===== config.mk =====
export PLATFORM = sky130hd
export DESIGN_NAME = bird_collision_flat
export DESIGN_NICKNAME = d
export VERILOG_FILES = /design/src/rtl/bird_collision_if.sv /design/src/rtl/bird_collision.sv /design/src/flat_wrapper.sv
export SDC_FILE = /design/constraint.sdc
export NUM_CORES = 1
export LEC_CHECK = 0
export ABC_AREA = 1
export CELL_PAD_IN_SITES_DETAIL_PLACEMENT = 1
export CELL_PAD_IN_SITES_GLOBAL_PLACEMENT = 1
export CORE_ASPECT_RATIO = 0.5
export CORE_MARGIN = 4
export CORE_UTILIZATION = 30
export CTS_BUF_LIST = sky130_fd_sc_hd__clkbuf_8
export DETAILED_ROUTE_END_ITERATION = 10
export PLACE_DENSITY_LB_ADDON = 0.3
export SLEW_MARGIN = 20
export SYNTH_ARGS = -nofsm -noshare
export SYNTH_HDL_FRONTEND = slang
export SYNTH_SLANG_ARGS = --single-unit

===== constraint.sdc =====
create_clock -name clk -period 1.9 [get_ports clk]
set_clock_uncertainty 0.1 [all_clocks]
set_input_delay 0.19 -clock clk [delete_from_list [all_inputs] [get_ports clk]]
set_output_delay 0.19 -clock clk [all_outputs]
set_load 0.05 [all_outputs]

===== src/rtl/bird_collision_if.sv =====
// Bus between the bird/pipe stages and the collision/score stage.
// master drives bird position, pipe column and strobes; slave returns game status and score.
interface bird_collision_if;
    localparam int unsigned ROW_W   = 8;
    localparam int unsigned DIGIT_W = 4;

    logic [ROW_W-1:0]   position;
    logic [ROW_W-1:0]   pipe_col;
    logic               pipe_shift;
    logic               start;
    logic               running;
    logic               freeze;
    logic               hit;
    logic               game_over;
    logic [DIGIT_W-1:0] score_ones;
    logic [DIGIT_W-1:0] score_tens;

    modport master (
        output position, pipe_col, pipe_shift, start,
        input  running, freeze, hit, game_over, score_ones, score_tens
    );

    modport slave (
        input  position, pipe_col, pipe_shift, start,
        output running, freeze, hit, game_over, score_ones, score_tens
    );
endinterface


===== src/rtl/bird_collision.sv =====
// Game-state stage: detects crashes, counts cleared pipes as a saturating
// two-digit BCD score and freezes the bird/pipe stages outside of play.
module bird_collision #(
    parameter int unsigned MAX_TENS = 9
) (
    input  logic              clk,
    input  logic              reset,
    bird_collision_if.slave   bus
);
    localparam int unsigned ROW_W   = 8;
    localparam int unsigned DIGIT_W = 4;

    typedef enum logic [1:0] {
        IDLE = 2'd0,
        PLAY = 2'd1,
        OVER = 2'd2
    } state_t;

    state_t             state;
    state_t             state_next;
    logic [DIGIT_W-1:0] ones;
    logic [DIGIT_W-1:0] tens;
    logic [DIGIT_W-1:0] ones_next;
    logic [DIGIT_W-1:0] tens_next;
    logic               hit_next;
    logic               running;
    logic               freeze;
    logic               hit;
    logic               game_over;

    logic               crash_c;
    logic               cleared_c;
    logic               at_max_c;

    // A dropped bird (no row lit) counts as a crash, as does any overlap.
    always_comb begin
        crash_c   = ((bus.position & bus.pipe_col) != ROW_W'(0)) ||
                    (bus.position == ROW_W'(0));
        cleared_c = bus.pipe_shift && (bus.pipe_col != ROW_W'(0));
        at_max_c  = (tens == DIGIT_W'(MAX_TENS)) && (ones == DIGIT_W'(9));
    end

    // Next-state and score update.
    always_comb begin
        state_next = state;
        ones_next  = ones;
        tens_next  = tens;
        hit_next   = 1'b0;

        unique case (state)
            IDLE: begin
                if (bus.start) begin
                    state_next = PLAY;
                    ones_next  = '0;
                    tens_next  = '0;
                end
            end

            PLAY: begin
                if (crash_c) begin
                    state_next = OVER;
                    hit_next   = 1'b1;
                end else if (cleared_c && !at_max_c) begin
                    if (ones == DIGIT_W'(9)) begin
                        ones_next = '0;
                        tens_next = tens + DIGIT_W'(1);
                    end else begin
                        ones_next = ones + DIGIT_W'(1);
                    end
                end
            end

            OVER: begin
                if (bus.start) begin
                    state_next = IDLE;
                end
            end

            default: begin
                state_next = IDLE;
            end
        endcase
    end

    // State, score and status flags are all flopped; status tracks next state.
    always_ff @(posedge clk) begin
        if (reset) begin
            state     <= IDLE;
            ones      <= '0;
            tens      <= '0;
            running   <= 1'b0;
            freeze    <= 1'b1;
            hit       <= 1'b0;
            game_over <= 1'b0;
        end else begin
            state     <= state_next;
            ones      <= ones_next;
            tens      <= tens_next;
            running   <= (state_next == PLAY);
            freeze    <= (state_next != PLAY);
            hit       <= hit_next;
            game_over <= (state_next == OVER);
        end
    end

    assign bus.running    = running;
    assign bus.freeze     = freeze;
    assign bus.hit        = hit;
    assign bus.game_over  = game_over;
    assign bus.score_ones = ones;
    assign bus.score_tens = tens;
endmodule


===== src/flat_wrapper.sv =====
// flat-port wrapper written by rule: the top's interface ports become plain ports
module bird_collision_flat 
#(
    parameter int unsigned MAX_TENS = 9
)
  (clk, reset, bus_position, bus_pipe_col, bus_pipe_shift, bus_start, bus_running, bus_freeze, bus_hit, bus_game_over, bus_score_ones, bus_score_tens);
  bird_collision_if bus_i ();
  input  logic clk;
  input  logic reset;
  input wire logic [$bits(bus_i.position)-1:0] bus_position;
  input wire logic [$bits(bus_i.pipe_col)-1:0] bus_pipe_col;
  input wire logic [$bits(bus_i.pipe_shift)-1:0] bus_pipe_shift;
  input wire logic [$bits(bus_i.start)-1:0] bus_start;
  output wire logic [$bits(bus_i.running)-1:0] bus_running;
  output wire logic [$bits(bus_i.freeze)-1:0] bus_freeze;
  output wire logic [$bits(bus_i.hit)-1:0] bus_hit;
  output wire logic [$bits(bus_i.game_over)-1:0] bus_game_over;
  output wire logic [$bits(bus_i.score_ones)-1:0] bus_score_ones;
  output wire logic [$bits(bus_i.score_tens)-1:0] bus_score_tens;
  assign bus_i.position = bus_position;
  assign bus_i.pipe_col = bus_pipe_col;
  assign bus_i.pipe_shift = bus_pipe_shift;
  assign bus_i.start = bus_start;
  assign bus_running = bus_i.running;
  assign bus_freeze = bus_i.freeze;
  assign bus_hit = bus_i.hit;
  assign bus_game_over = bus_i.game_over;
  assign bus_score_ones = bus_i.score_ones;
  assign bus_score_tens = bus_i.score_tens;
  bird_collision #(.MAX_TENS(MAX_TENS)) u_core (.clk(clk), .reset(reset), .bus(bus_i));
endmodule

== Yosys cells after proc, flatten, opt, wreduce, memory -nomap -nowiden ==
Index checks and enable logic that the tools add are counted.
Word-level totals
  register bits after elaboration: 14
  word-level logic and storage cells: 49
Cells by class
  add/subtract/negate cells: 2
  eq/ne operators: 11
  mux-type cells: 14
  bitwise operators: 2
  reduce and logical (&&, ||, !) cells: 13
Operator list (count)
  two-way mux 4 bit: 7
  case mux 4 bit (2 select lines): 2
  nonzero test 8 bit: 2
  adder 4 x 1 -> 4 bit (second input constant): 2
  AND 8 bit: 1
  == test 4 bit (second input constant): 2
  logical NOT 8 bit: 1
  two-way mux 2 bit: 3
  inequality test 2 x 1 -> 1 bit (second input constant): 3
  case mux 2 bit (3 select lines): 1
  AND reduction 5 bit: 1
  == test 2 x 1 -> 1 bit (second input constant): 2
  == test 2 bit (second input constant): 2
  inequality test 2 bit (second input constant): 2
  AND reduction 4 bit: 1
  logical AND 1 bit: 3
  logical NOT 2 bit: 1
  nonzero test 2 bit: 1
  OR reduction 2 bit: 1
  logical NOT 1 bit: 1
  logical OR 1 bit: 1
  two-way mux 1 bit: 1
  NOT 1 bit: 1

== Depth between registers and ports, before layout ==
  depth after elaboration: 7
  gate-level depth with buffers: 11
  depth with buffers taken out: 11

== Worst setup path after synthesis ==
No wires, ideal clock.
  path type: register -> register
  from: reg u_core.ones[0] (netlist: u_core.bus.score_ones[0])
  to: reg u_core.ones[0] (netlist: u_core.bus.score_ones[0])
  library setup time: 0.114 ns
  arrival time: 1.628 ns
  path slack: 0.059 ns
  stages on the path, launching flop included: 11
  buffers on the path: 0
  cell sequence: dfxtp_1 -> ha_1 -> nand2_1 -> nor2_2 -> nand2_1 -> nand3_1 -> nand2_1 -> nand3_4 -> nand2_1 -> nand2_1 -> nor2_1
Between the ends
  cells in the longest elaborated chain, start to end: 6
  elaborated cells between the ends (all ways): 11
RTL lines
  from (decl): RTL line bird_collision.sv:21  | logic [DIGIT_W-1:0] ones;
  from (signal assigned): RTL line bird_collision.sv:97  | ones <= ones_next;
  branches (longest 6 deep; another with adder 4 x 1 -> 4 bit)
Parallel ways; which one is timed is not known. The select of a mux whose other input is x is not followed.
A chain may end at the register's enable or synchronous reset.

== Final worst setup path ==
  from: reg u_core.tens[0] (netlist: u_core.bus.score_tens[0])
  to: out bus_score_tens[0]
RTL lines
  from (decl): RTL line bird_collision.sv:22  | logic [DIGIT_W-1:0] tens;
  from (signal assigned): RTL line bird_collision.sv:98  | tens <= tens_next;
  to (decl): RTL line flat_wrapper.sv:19  | output wire logic [$bits(bus_i.score_tens)-1:0] bus_score_tens;
No word-level cell between the ends.

==> metrics.cfg <==
[critical_path]
crit_slowest_cell=clkdlybuf4s50_1
worstPathRequired_ns=1.61
cp-start-kind=flip-flop
worst_ep_arrival_time_ns=1.51
cp_slowest_stage_delay_ns=0.84
crit_cells=1
path_cells=clkdlybuf4s50_1
end_kind=primary output
critPathKind=reg -> out
crit_fanout=6
rr_worst_depth=10
reg2reg_slack_ns=0.23
crit_family=buffers and inverters
crit_buf_inv=1

[clock_tree]
clock_path_buffers=2
numCtsBuffers=3
clockRootBuffer=clkbuf_8
cts.sinks=14
post_cts_buffers=0
cts_tree=done
postCtsHoldBufs=0
clk_pin_slew_ns=0.06
clock_latency_ns=0.25
post_cts_resized=0
htree_levels=1

[floorplanning]
core_mm2=0.002700
initial_utilization_pct=32.67
io_pins=32
die_area_mm2=0.003925
die-height_um=46.35
dieWidth_um=84.69
fp-row-count=13

[yosys]
synthCells=138
ys_ff_latch=14
yosys.area.top_type_share_pct=31.77
syn-num-nets=162
synth_edf_count=0
syn_area_per_cell_um2=6.392
synth_warnings=0
synthesis.area_um2=882.1
synth_ff_type=dfxtp_1
async_flop_share_pct=0
synth_area_leader_cell=dfxtp_1
synth.area.top_cells=dfxtp_1 (32%), nand2_1 (15%), nor2_1 (9.8%)
ys_types=23
yosysSeqAreaShare_pct=31.77

[timing]
timing.setup.tns_ns=0
max_freq_mhz=554.8
worst_slew_pin_slew_ns=0.4972
hold_viol=0
min_period_ns=1.803
holdWs_ns=0.4369
finalCritPeriodShare_pct=94.87
maxSlewHeadroom_pct=66.75
setup_viol=0
finalMaxSlewViolations=0
rsz0062_at_grt=no

[route]
remaining_drc_errors=0
wl_per_cell_um=11.78
drt-pass1-iter-count=4
via_count=970
drt-initial-drc-count=53
viasPerCell=4.641
wirelength_mm=2.461
ant_nets=0

[status]
outcome=finished clean

[layout]
areaGrowthSynthToFinish_pct=44.68
fin_area_mm2=0.001276
stdcell_count=209
drive_gt1_share_pct=11.05
fin_util_pct=47.27
nets=198
antennaDiodeCount=0

[placement]
dpl.hpwl_mm=2.063
gp_congestion=0.7735
dpl.cell_count=206
placed_area_mm2=0.001235
port_buffers=31

[pwr]
max-vdd-ir-drop_v=0.0002030
p_leak_nw=0.5482
power.density_mw_per_mm2=687.7

[min_path]
hold_depth=2
hp-class=reg -> reg

[global_route]
grt_usage_pct=14.16
antenna_found_initial=0
grt_max_degree=12
grt_pass1_wl_mm=4.291
grt_pass1_vias=1005
overflow=0

[flow_run]
max_cap_violations=0

## metrics by stage
step | power (mW) | worst slack, ns
after floorplan | 0.5241 | 0.05861
after global placement | 0.6351 | 0.1805
after detailed placement | 0.6427 | 0.1761
after CTS | 0.8909 | 0.07610
after global routing | 0.9261 | 0.01559
final | 0.8776 | 0.09740
## synth_stat cells (2+ instances only)
library cell  number
nor3_1             4
nand2_2            2
ha_1               4
a21oi_1           10
nand3_1           10
inv_2              3
inv_1             16
nor2_1            23
nand2_1           36
dfxtp_1           14
nor2_2             4
## placed cells by master, fill, tap and decap left out
cell,instances
nand2_1,36
clkdlybuf4s50_1,28
nor2_1,23
inv_1,16
dfxtp_1,14
nand3_1,10
a21oi_1,10
nor2_2,4
nor3_1,4
ha_1,4
buf_4,4
inv_2,3
clkbuf_8,3
nand2_2,2
o21ai_4,1
and2_1,1
o21ai_1,1
nand3_4,1
xor2_1,1
nand3b_1,1
nand3_2,1
xnor2_1,1
nor4_1,1
o21ai_0,1
and3_1,1
## cell type report
| cell class | instances | area (um^2) |
|---|---|---|
| Fill cell | 379 | 1424 |
| Multi-Input combinational cell | 104 | 526.8 |
| Timing Repair Buffer | 32 | 310.3 |
| Sequential cell | 14 | 280.3 |
| Inverter | 19 | 71.32 |
| Tap cell | 37 | 46.29 |
| Clock buffer | 3 | 41.29 |
## final timing paths
check                                              start                  endpoint
worst max-delay path            u_core.bus.score_tens[0]         bus_score_tens[0]
worst min-delay path            u_core.bus.score_ones[1]  u_core.bus.score_ones[1]
worst max register to register  u_core.bus.score_ones[1]  u_core.bus.score_tens[3]
worst min register to register  u_core.bus.score_ones[1]  u_core.bus.score_ones[1]
## power breakdown
part / internal [mW] / total, mW / switching (mW)
registers: 0.317 / 0.330 / 0.0135
clock network: 0.140 / 0.243 / 0.103
logic: 0.117 / 0.304 / 0.187
## kinds of logic (layout without fill, tap and decap cells)
group                      after synthesis  count (layout)  synth area share (%)
DFF                                     14              14                 31.77
AOI/OAI and AO/OA                       13              13                 8.652
xor gates and xnor gates                 2               2                 1.986
and+or+nand+nor                         85              85                 43.41
buffers and inverters                   20              54                 8.510
adders and majority gates                4               4                 5.674
## layer usage
layer | vias to the layer above | GRT usage [%] | wire length (um) | share of wire (%)
li1 | 499 | - | - | -
met1 | 446 | 15.84 | 1079 | 44
met2 | 21 | 26.75 | 1221 | 50
met3 | 4 | 4.107 | 134 | 5.4
met4 | 0 | 4.732 | 25 | 1.0
met5 | - | 0 | 0 | 0
## flip-flops by register name, indices dropped and copies added, names as in the netlist
signal	flops
u_core.bus.score_ones	4
u_core.state	2
u_core.bus.score_tens	4
u_core.bus.freeze	1
u_core.bus.game_over	1
u_core.bus.running	1
u_core.bus.hit	1
No activity file was read; power rests on OpenSTA's default activity.
